<file path="config.mk">
export PLATFORM = sky130hd
export DESIGN_NAME = uart_tx_arbiter
export DESIGN_NICKNAME = d
export VERILOG_FILES = /design/src/rtl/uart_tx_arbiter.sv
export SDC_FILE = /design/constraint.sdc
export NUM_CORES = 1
export LEC_CHECK = 0
export CORE_AREA = 2 2 112 136
export CTS_BUF_LIST = sky130_fd_sc_hd__clkbuf_2 sky130_fd_sc_hd__clkbuf_4 sky130_fd_sc_hd__clkbuf_8
export DETAILED_ROUTE_END_ITERATION = 8
export DIE_AREA = 0 0 114 138
export PLACE_DENSITY = 0.74
export SETUP_SLACK_MARGIN = 0.1
export SYNTH_ARGS = -nofsm -noshare
export SYNTH_HDL_FRONTEND = slang
export SYNTH_SLANG_ARGS = --single-unit
</file>
<file path="constraint.sdc">
create_clock -name comm_clk -period 14.5 [get_ports comm_clk]
set_clock_uncertainty 0.05 [all_clocks]
set_input_delay 4.35 -clock comm_clk [delete_from_list [all_inputs] [get_ports comm_clk]]
set_output_delay 4.35 -clock comm_clk [all_outputs]
set_load 0.005 [all_outputs]
</file>
<file path="src/rtl/uart_tx_arbiter.sv">
// Frame-granular arbiter sharing one UART byte transmitter between response frames and FIFO-buffered NONCE frames.
// Optional build macro UART_TX_CRC_EN: NONCE trailer carries CRC-32 of bytes 0..7 instead of zeros.
module uart_tx_arbiter #(
  parameter int          NONCE_FIFO_DEPTH = 4,
  parameter logic [7:0]  NONCE_MSG_TYPE   = 8'h06
) (
  input  logic        comm_clk,
  input  logic        reset,
  input  logic        resp_valid,
  input  logic [7:0]  resp_data,
  input  logic        resp_last,
  output logic        resp_ready,
  input  logic        new_golden_ticket,
  input  logic [31:0] golden_nonce,
  output logic [7:0]  tx_byte,
  output logic        tx_start,
  input  logic        tx_busy,
  output logic        nonce_overflow
);
  localparam int         PW       = (NONCE_FIFO_DEPTH > 1) ? $clog2(NONCE_FIFO_DEPTH) : 1;
  localparam logic [PW:0] FULL_CNT = (PW + 1)'(NONCE_FIFO_DEPTH);
  localparam logic [3:0] LAST_IDX = 4'd11;
  localparam logic       SRC_RESP  = 1'b0;
  localparam logic       SRC_NONCE = 1'b1;

  typedef enum logic [2:0] {
    IDLE      = 3'd0,
    GRANT     = 3'd1,
    LOAD      = 3'd2,
    START     = 3'd3,
    WAIT_BUSY = 3'd4,
    WAIT_DONE = 3'd5
  } state_t;

  state_t      state_r, state_s;
  logic        src_r, grant_s, last_grant_r;
  logic [3:0]  idx_r;
  logic        last_r, cap_last_s, capture_s, pop_s, done_s;
  logic [7:0]  tx_byte_r, cap_byte_s, nonce_byte_s, trailer_s;
  logic        overflow_r, resp_ready_s, tx_start_s;
  logic [31:0] mem_r [NONCE_FIFO_DEPTH];
  logic [PW-1:0] wr_ptr_r, rd_ptr_r;
  logic [PW:0] count_r;
  logic        fifo_empty_s, fifo_full_s, push_ok_s;
  logic [31:0] head_s;

  assign fifo_empty_s = (count_r == '0);
  assign fifo_full_s  = (count_r == FULL_CNT);
  assign head_s       = mem_r[rd_ptr_r];
  assign push_ok_s    = new_golden_ticket && (!fifo_full_s || pop_s);

`ifdef UART_TX_CRC_EN
  logic [31:0] crc_r, crc_final_s;

  function automatic logic [31:0] crc32_byte(input logic [31:0] crc, input logic [7:0] data);
    logic [31:0] c;
    c = crc ^ {24'h000000, data};
    for (int i = 0; i < 8; i++) begin
      c = c[0] ? ((c >> 1) ^ 32'hEDB88320) : (c >> 1);
    end
    return c;
  endfunction

  assign crc_final_s = crc_r ^ 32'hFFFFFFFF;

  // Trailer byte selection from the finished CRC, LSB first
  always_comb begin
    case (idx_r)
      4'd8:    trailer_s = crc_final_s[7:0];
      4'd9:    trailer_s = crc_final_s[15:8];
      4'd10:   trailer_s = crc_final_s[23:16];
      4'd11:   trailer_s = crc_final_s[31:24];
      default: trailer_s = 8'h00;
    endcase
  end

  // CRC restarts per frame and absorbs bytes 0..7 as they are loaded
  always_ff @(posedge comm_clk or posedge reset) begin
    if (reset) begin
      crc_r <= 32'hFFFFFFFF;
    end else if (state_r == GRANT) begin
      crc_r <= 32'hFFFFFFFF;
    end else if (capture_s && src_r == SRC_NONCE && idx_r < 4'd8) begin
      crc_r <= crc32_byte(crc_r, cap_byte_s);
    end
  end
`else
  assign trailer_s = 8'h00;
`endif

  // NONCE frame byte builder from the FIFO head
  always_comb begin
    case (idx_r)
      4'd0:    nonce_byte_s = 8'h0C;
      4'd1:    nonce_byte_s = 8'h00;
      4'd2:    nonce_byte_s = 8'h00;
      4'd3:    nonce_byte_s = NONCE_MSG_TYPE;
      4'd4:    nonce_byte_s = head_s[7:0];
      4'd5:    nonce_byte_s = head_s[15:8];
      4'd6:    nonce_byte_s = head_s[23:16];
      4'd7:    nonce_byte_s = head_s[31:24];
      default: nonce_byte_s = trailer_s;
    endcase
  end

  // Next-state, arbitration and handshake decode
  always_comb begin
    state_s      = state_r;
    grant_s      = src_r;
    resp_ready_s = 1'b0;
    capture_s    = 1'b0;
    cap_byte_s   = tx_byte_r;
    cap_last_s   = last_r;
    pop_s        = 1'b0;
    tx_start_s   = 1'b0;
    done_s       = 1'b0;
    case (state_r)
      IDLE: begin
        if (resp_valid && !fifo_empty_s) begin
          grant_s = ~last_grant_r;
          state_s = GRANT;
        end else if (resp_valid) begin
          grant_s = SRC_RESP;
          state_s = GRANT;
        end else if (!fifo_empty_s) begin
          grant_s = SRC_NONCE;
          state_s = GRANT;
        end else begin
          state_s = IDLE;
        end
      end
      GRANT: state_s = LOAD;
      LOAD: begin
        if (src_r == SRC_RESP) begin
          resp_ready_s = resp_valid;
          if (resp_valid) begin
            capture_s  = 1'b1;
            cap_byte_s = resp_data;
            cap_last_s = resp_last;
            state_s    = START;
          end else begin
            state_s = LOAD;
          end
        end else begin
          capture_s  = 1'b1;
          cap_byte_s = nonce_byte_s;
          cap_last_s = (idx_r == LAST_IDX);
          state_s    = START;
        end
      end
      START: begin
        if (!tx_busy) begin
          tx_start_s = 1'b1;
          state_s    = WAIT_BUSY;
        end else begin
          state_s = START;
        end
      end
      WAIT_BUSY: begin
        if (tx_busy) begin
          state_s = WAIT_DONE;
        end else begin
          state_s = WAIT_BUSY;
        end
      end
      WAIT_DONE: begin
        if (!tx_busy) begin
          done_s = 1'b1;
          if (last_r) begin
            pop_s   = (src_r == SRC_NONCE);
            state_s = IDLE;
          end else begin
            state_s = LOAD;
          end
        end else begin
          state_s = WAIT_DONE;
        end
      end
      default: state_s = IDLE;
    endcase
  end

  // FSM, grant bookkeeping and held transmit byte
  always_ff @(posedge comm_clk or posedge reset) begin
    if (reset) begin
      state_r      <= IDLE;
      src_r        <= SRC_NONCE;
      last_grant_r <= SRC_NONCE;
      idx_r        <= 4'd0;
      last_r       <= 1'b0;
      tx_byte_r    <= 8'h00;
    end else begin
      state_r <= state_s;
      src_r   <= grant_s;
      if (state_r == GRANT) begin
        last_grant_r <= src_r;
      end
      if (state_r == GRANT) begin
        idx_r <= 4'd0;
      end else if (done_s && src_r == SRC_NONCE) begin
        idx_r <= idx_r + 4'd1;
      end
      if (capture_s) begin
        tx_byte_r <= cap_byte_s;
        last_r    <= cap_last_s;
      end
    end
  end

  // Golden-nonce FIFO; a push while full only lands if the head pops the same cycle
  always_ff @(posedge comm_clk or posedge reset) begin
    if (reset) begin
      for (int i = 0; i < NONCE_FIFO_DEPTH; i++) mem_r[i] <= 32'h00000000;
      wr_ptr_r   <= '0;
      rd_ptr_r   <= '0;
      count_r    <= '0;
      overflow_r <= 1'b0;
    end else begin
      overflow_r <= new_golden_ticket && fifo_full_s && !pop_s;
      if (push_ok_s) begin
        mem_r[wr_ptr_r] <= golden_nonce;
        wr_ptr_r        <= wr_ptr_r + 1'b1;
      end
      if (pop_s) begin
        rd_ptr_r <= rd_ptr_r + 1'b1;
      end
      case ({push_ok_s, pop_s})
        2'b10:   count_r <= count_r + 1'b1;
        2'b01:   count_r <= count_r - 1'b1;
        default: count_r <= count_r;
      endcase
    end
  end

  assign tx_byte        = tx_byte_r;
  assign tx_start       = tx_start_s;
  assign resp_ready     = resp_ready_s;
  assign nonce_overflow = overflow_r;
endmodule

</file>
==> metrics <==
delay-heaviest family, CP buffers and inverters; full die area 15700 µm²; top_reg_cell synth dfrtp_1; DPL Wire Length 10.5 mm; hold_sp mem_r[108]; Hold Crit Class reg2reg; # diodes 0; sequential area share after synthesis 0.495; vias in the first global route 4974; critical path capture point type output pin; pin count of the biggest net entering global routing 81; Worst IR Drop VDD 68.0 µV; row count 49; first-pass detailed-route iteration total 4; Worst Tran Pin Value 1110 ps; Warnings, synthesis 0; CTS Hold Bufs 0; EDFF count, synth 0; Hold Path Depth 1; fraction of registers with async set/reset 1.00; # IOs 57; Mapped Cells 542; total negative setup slack 0 ps; status finished, final reports clean; CTS clk-pin slew, worst paths 80 ps; crit share post-route 0.701; crit path DAT 5770 ps; Pwr per Cell Area 210 nW/µm²; Leakage 3.70 nW; synthesized area 7790 µm²; post-synthesis register bit count 154; CTS H-tree depth 4; Via density 5.87; Mapped Nets 598; post-CTS setup buffer count 0; Resized Gates After CTS 0; later-pin clock latency in the skew report 460 ps; total gr overflow 0; r2r endpoint tx_byte[0]; fmax 98.4 MHz; ANT nets after route 0; Root Driver clkbuf_8; DRC violations left 0; post-layout min period 10170 ps; DRT Wirelength 16.2 mm; Startpoint Class primary input; layout cell share with drive strength beyond 1 0.308; TritonCTS Buffers 17; synthesis-to-finish area growth 13.3%; worst path bufs/invs 2; Die W 114 µm; Hold EP mem_r[108]; Final setup viols 0; slowest stage delay, CP 600 ps; max-slew violations 0; Req. time, crit path 10100 ps; antenna violations before repair 0; max_cap viols 0; initial core utilization 0.534; dominant cells by area after synthesis dfrtp_1, mux2_4, mux2i_1; Total GRT Usage 0.221; top-area cell type share of the netlist area 0.488; Vias 4587; CTS Sinks 154; CTS tree done; count of input and output buffers 56; area leader, netlist dfrtp_1; Setup WS post-layout 4330 ps; Slew HR 0.263; slowest stage cell, crit path clkdlybuf4s50_1; Crit Path Max Fanout 6; CP dominant cell by count clkdlybuf4s50_1; r2r worst-path depth 5; Die Height 138 µm; count of cell types in the netlist 48; RSZ-0062 raised after global routing no; DR WL/cell 20.7 µm; reg-to-reg startpoint rd_ptr_r[1]; endpoints failing hold 0; pre-CTS WS 4360 ps; Core Area 14600 µm²; critical path cell sequence clkdlybuf4s50_1 -> nand2_1 -> nor3b_1 -> clkdlybuf4s50_1; Mapped Avg Cell Area 14.4 µm²; layout net count 646; worst setup path category in2out; Max clock buf depth 2; DRT iter0 DRCs 285; final RePlAce weighted congestion 0.839; first-pass GRT wire length 27.1 mm; worst reg2reg setup slack 11840 ps
-- worst reg2reg max path, stage by stage (launching register included) --
cell and delay [ps]:
dfrtp_2 350, buf_4 770, mux2i_1 420, o22ai_1 160, nor4_1 600, o211ai_1 180
-- cells by family (layout without fill, tap and decap cells) --
| kind of cell | Yosys count | count (layout) | share of synthesized area |
|---|---|---|---|
| xor+xnor | 9 | 9 | 0.0101 |
| simple gates | 80 | 80 | 0.0630 |
| compound gates | 57 | 57 | 0.0506 |
| mux | 192 | 192 | 0.332 |
| buf+inv | 40 | 101 | 0.0323 |
| fa+ha+maj | 10 | 10 | 0.0170 |
| flops | 154 | 154 | 0.495 |
-- flip-flops by register name (all words and copies together), names as in the netlist --
signal and count:
mem_r 128, tx_byte 8, idx_r 4, count_r 3
state_r 3, rd_ptr_r 2, wr_ptr_r 2, last_grant_r 1
last_r 1, nonce_overflow 1, src_r 1
-- power by group --
part | leakage [nW] | switching [mW] | internal [mW]
Clock | 0.222 | 0.155 | 0.188
Combinational | 1.63 | 0.264 | 0.457
Sequential | 1.84 | 0.147 | 0.647
Total | 3.70 | 0.566 | 1.29
-- Yosys cell counts, types with 5 or more instances --
| cell type | n |
|---|---|
| a21oi_1 | 6 |
| buf_2 | 9 |
| buf_6 | 12 |
| clkbuf_1 | 12 |
| dfrtp_1 | 152 |
| ha_1 | 9 |
| inv_1 | 7 |
| mux2_2 | 11 |
| mux2_4 | 120 |
| mux2i_1 | 57 |
| nand2_1 | 15 |
| nand3_1 | 8 |
| nand4b_1 | 5 |
| nor2_1 | 13 |
| nor4_1 | 8 |
| o211ai_1 | 7 |
| o22ai_1 | 27 |
| xnor2_1 | 5 |
-- per-stage QoR --
step	power [mW]	instance area, µm²	std cells	hold slack (ps)	utilization
floorplan	1.36	7790	542	423	-
global placement	1.49	8400	749	437	0.576
detailed placement	1.52	8400	749	442	0.576
CTS	1.87	8830	781	463	0.605
global route	1.97	8830	781	477	0.605
finish	1.86	8830	781	458	0.605
-- worst max-delay path by stage --
| stage | slack (ps) | to | start | cells after the start |
|---|---|---|---|---|
| 3_3_place_gp | 4380 | tx_start | tx_busy | 5 |
| 6_report | 4330 | resp_ready | resp_valid | 4 |
| 3_5_place_dp | 4360 | resp_ready | resp_valid | 4 |
| 5_1_grt | 4200 | tx_start | tx_busy | 5 |
| 4_1_cts | 4350 | resp_ready | resp_valid | 4 |
| 2_1_floorplan | 5430 | tx_start | tx_busy | 3 |
-- placed cells by master, fill, tap and decap left out, drive strengths merged, types with 4 or more instances in the layout --
cell           netlist  final
o211ai               7      7
nor2                17     17
xor2                 4      4
xnor2                5      5
clkdlybuf4s50        0     56
clkbuf              12     26
nor3b                4      4
mux2               131    131
buf                 21      6
nand4bb              4      4
mux2i               57     57
nand4b               5      5
mux4                 4      4
nand2               15     15
a21oi                6      6
ha                   9      9
o22ai               27     27
nand3                8      8
o21ai                4      4
nor4                 8      8
inv                  7      7
dfrtp              152    152
-- routing by layer --
metal  up-vias  track usage  wire [µm]
li1       2083            -          -
met1      2386        0.311       7480
met2        99        0.351       7920
met3        19       0.0399        565
met4         0       0.0687        240
met5         -            0          0
-- final cells by class --
class	count	area, µm²
well taps	178	223
flip-flops and latches	154	3860
multi-input cells	348	3680
repair buffers	62	606
fillers	1122	5760
clock buffers	26	345
inverters	7	31.3
clock inverters	6	82.6
Note: power is estimated with default switching activity, not from simulation.
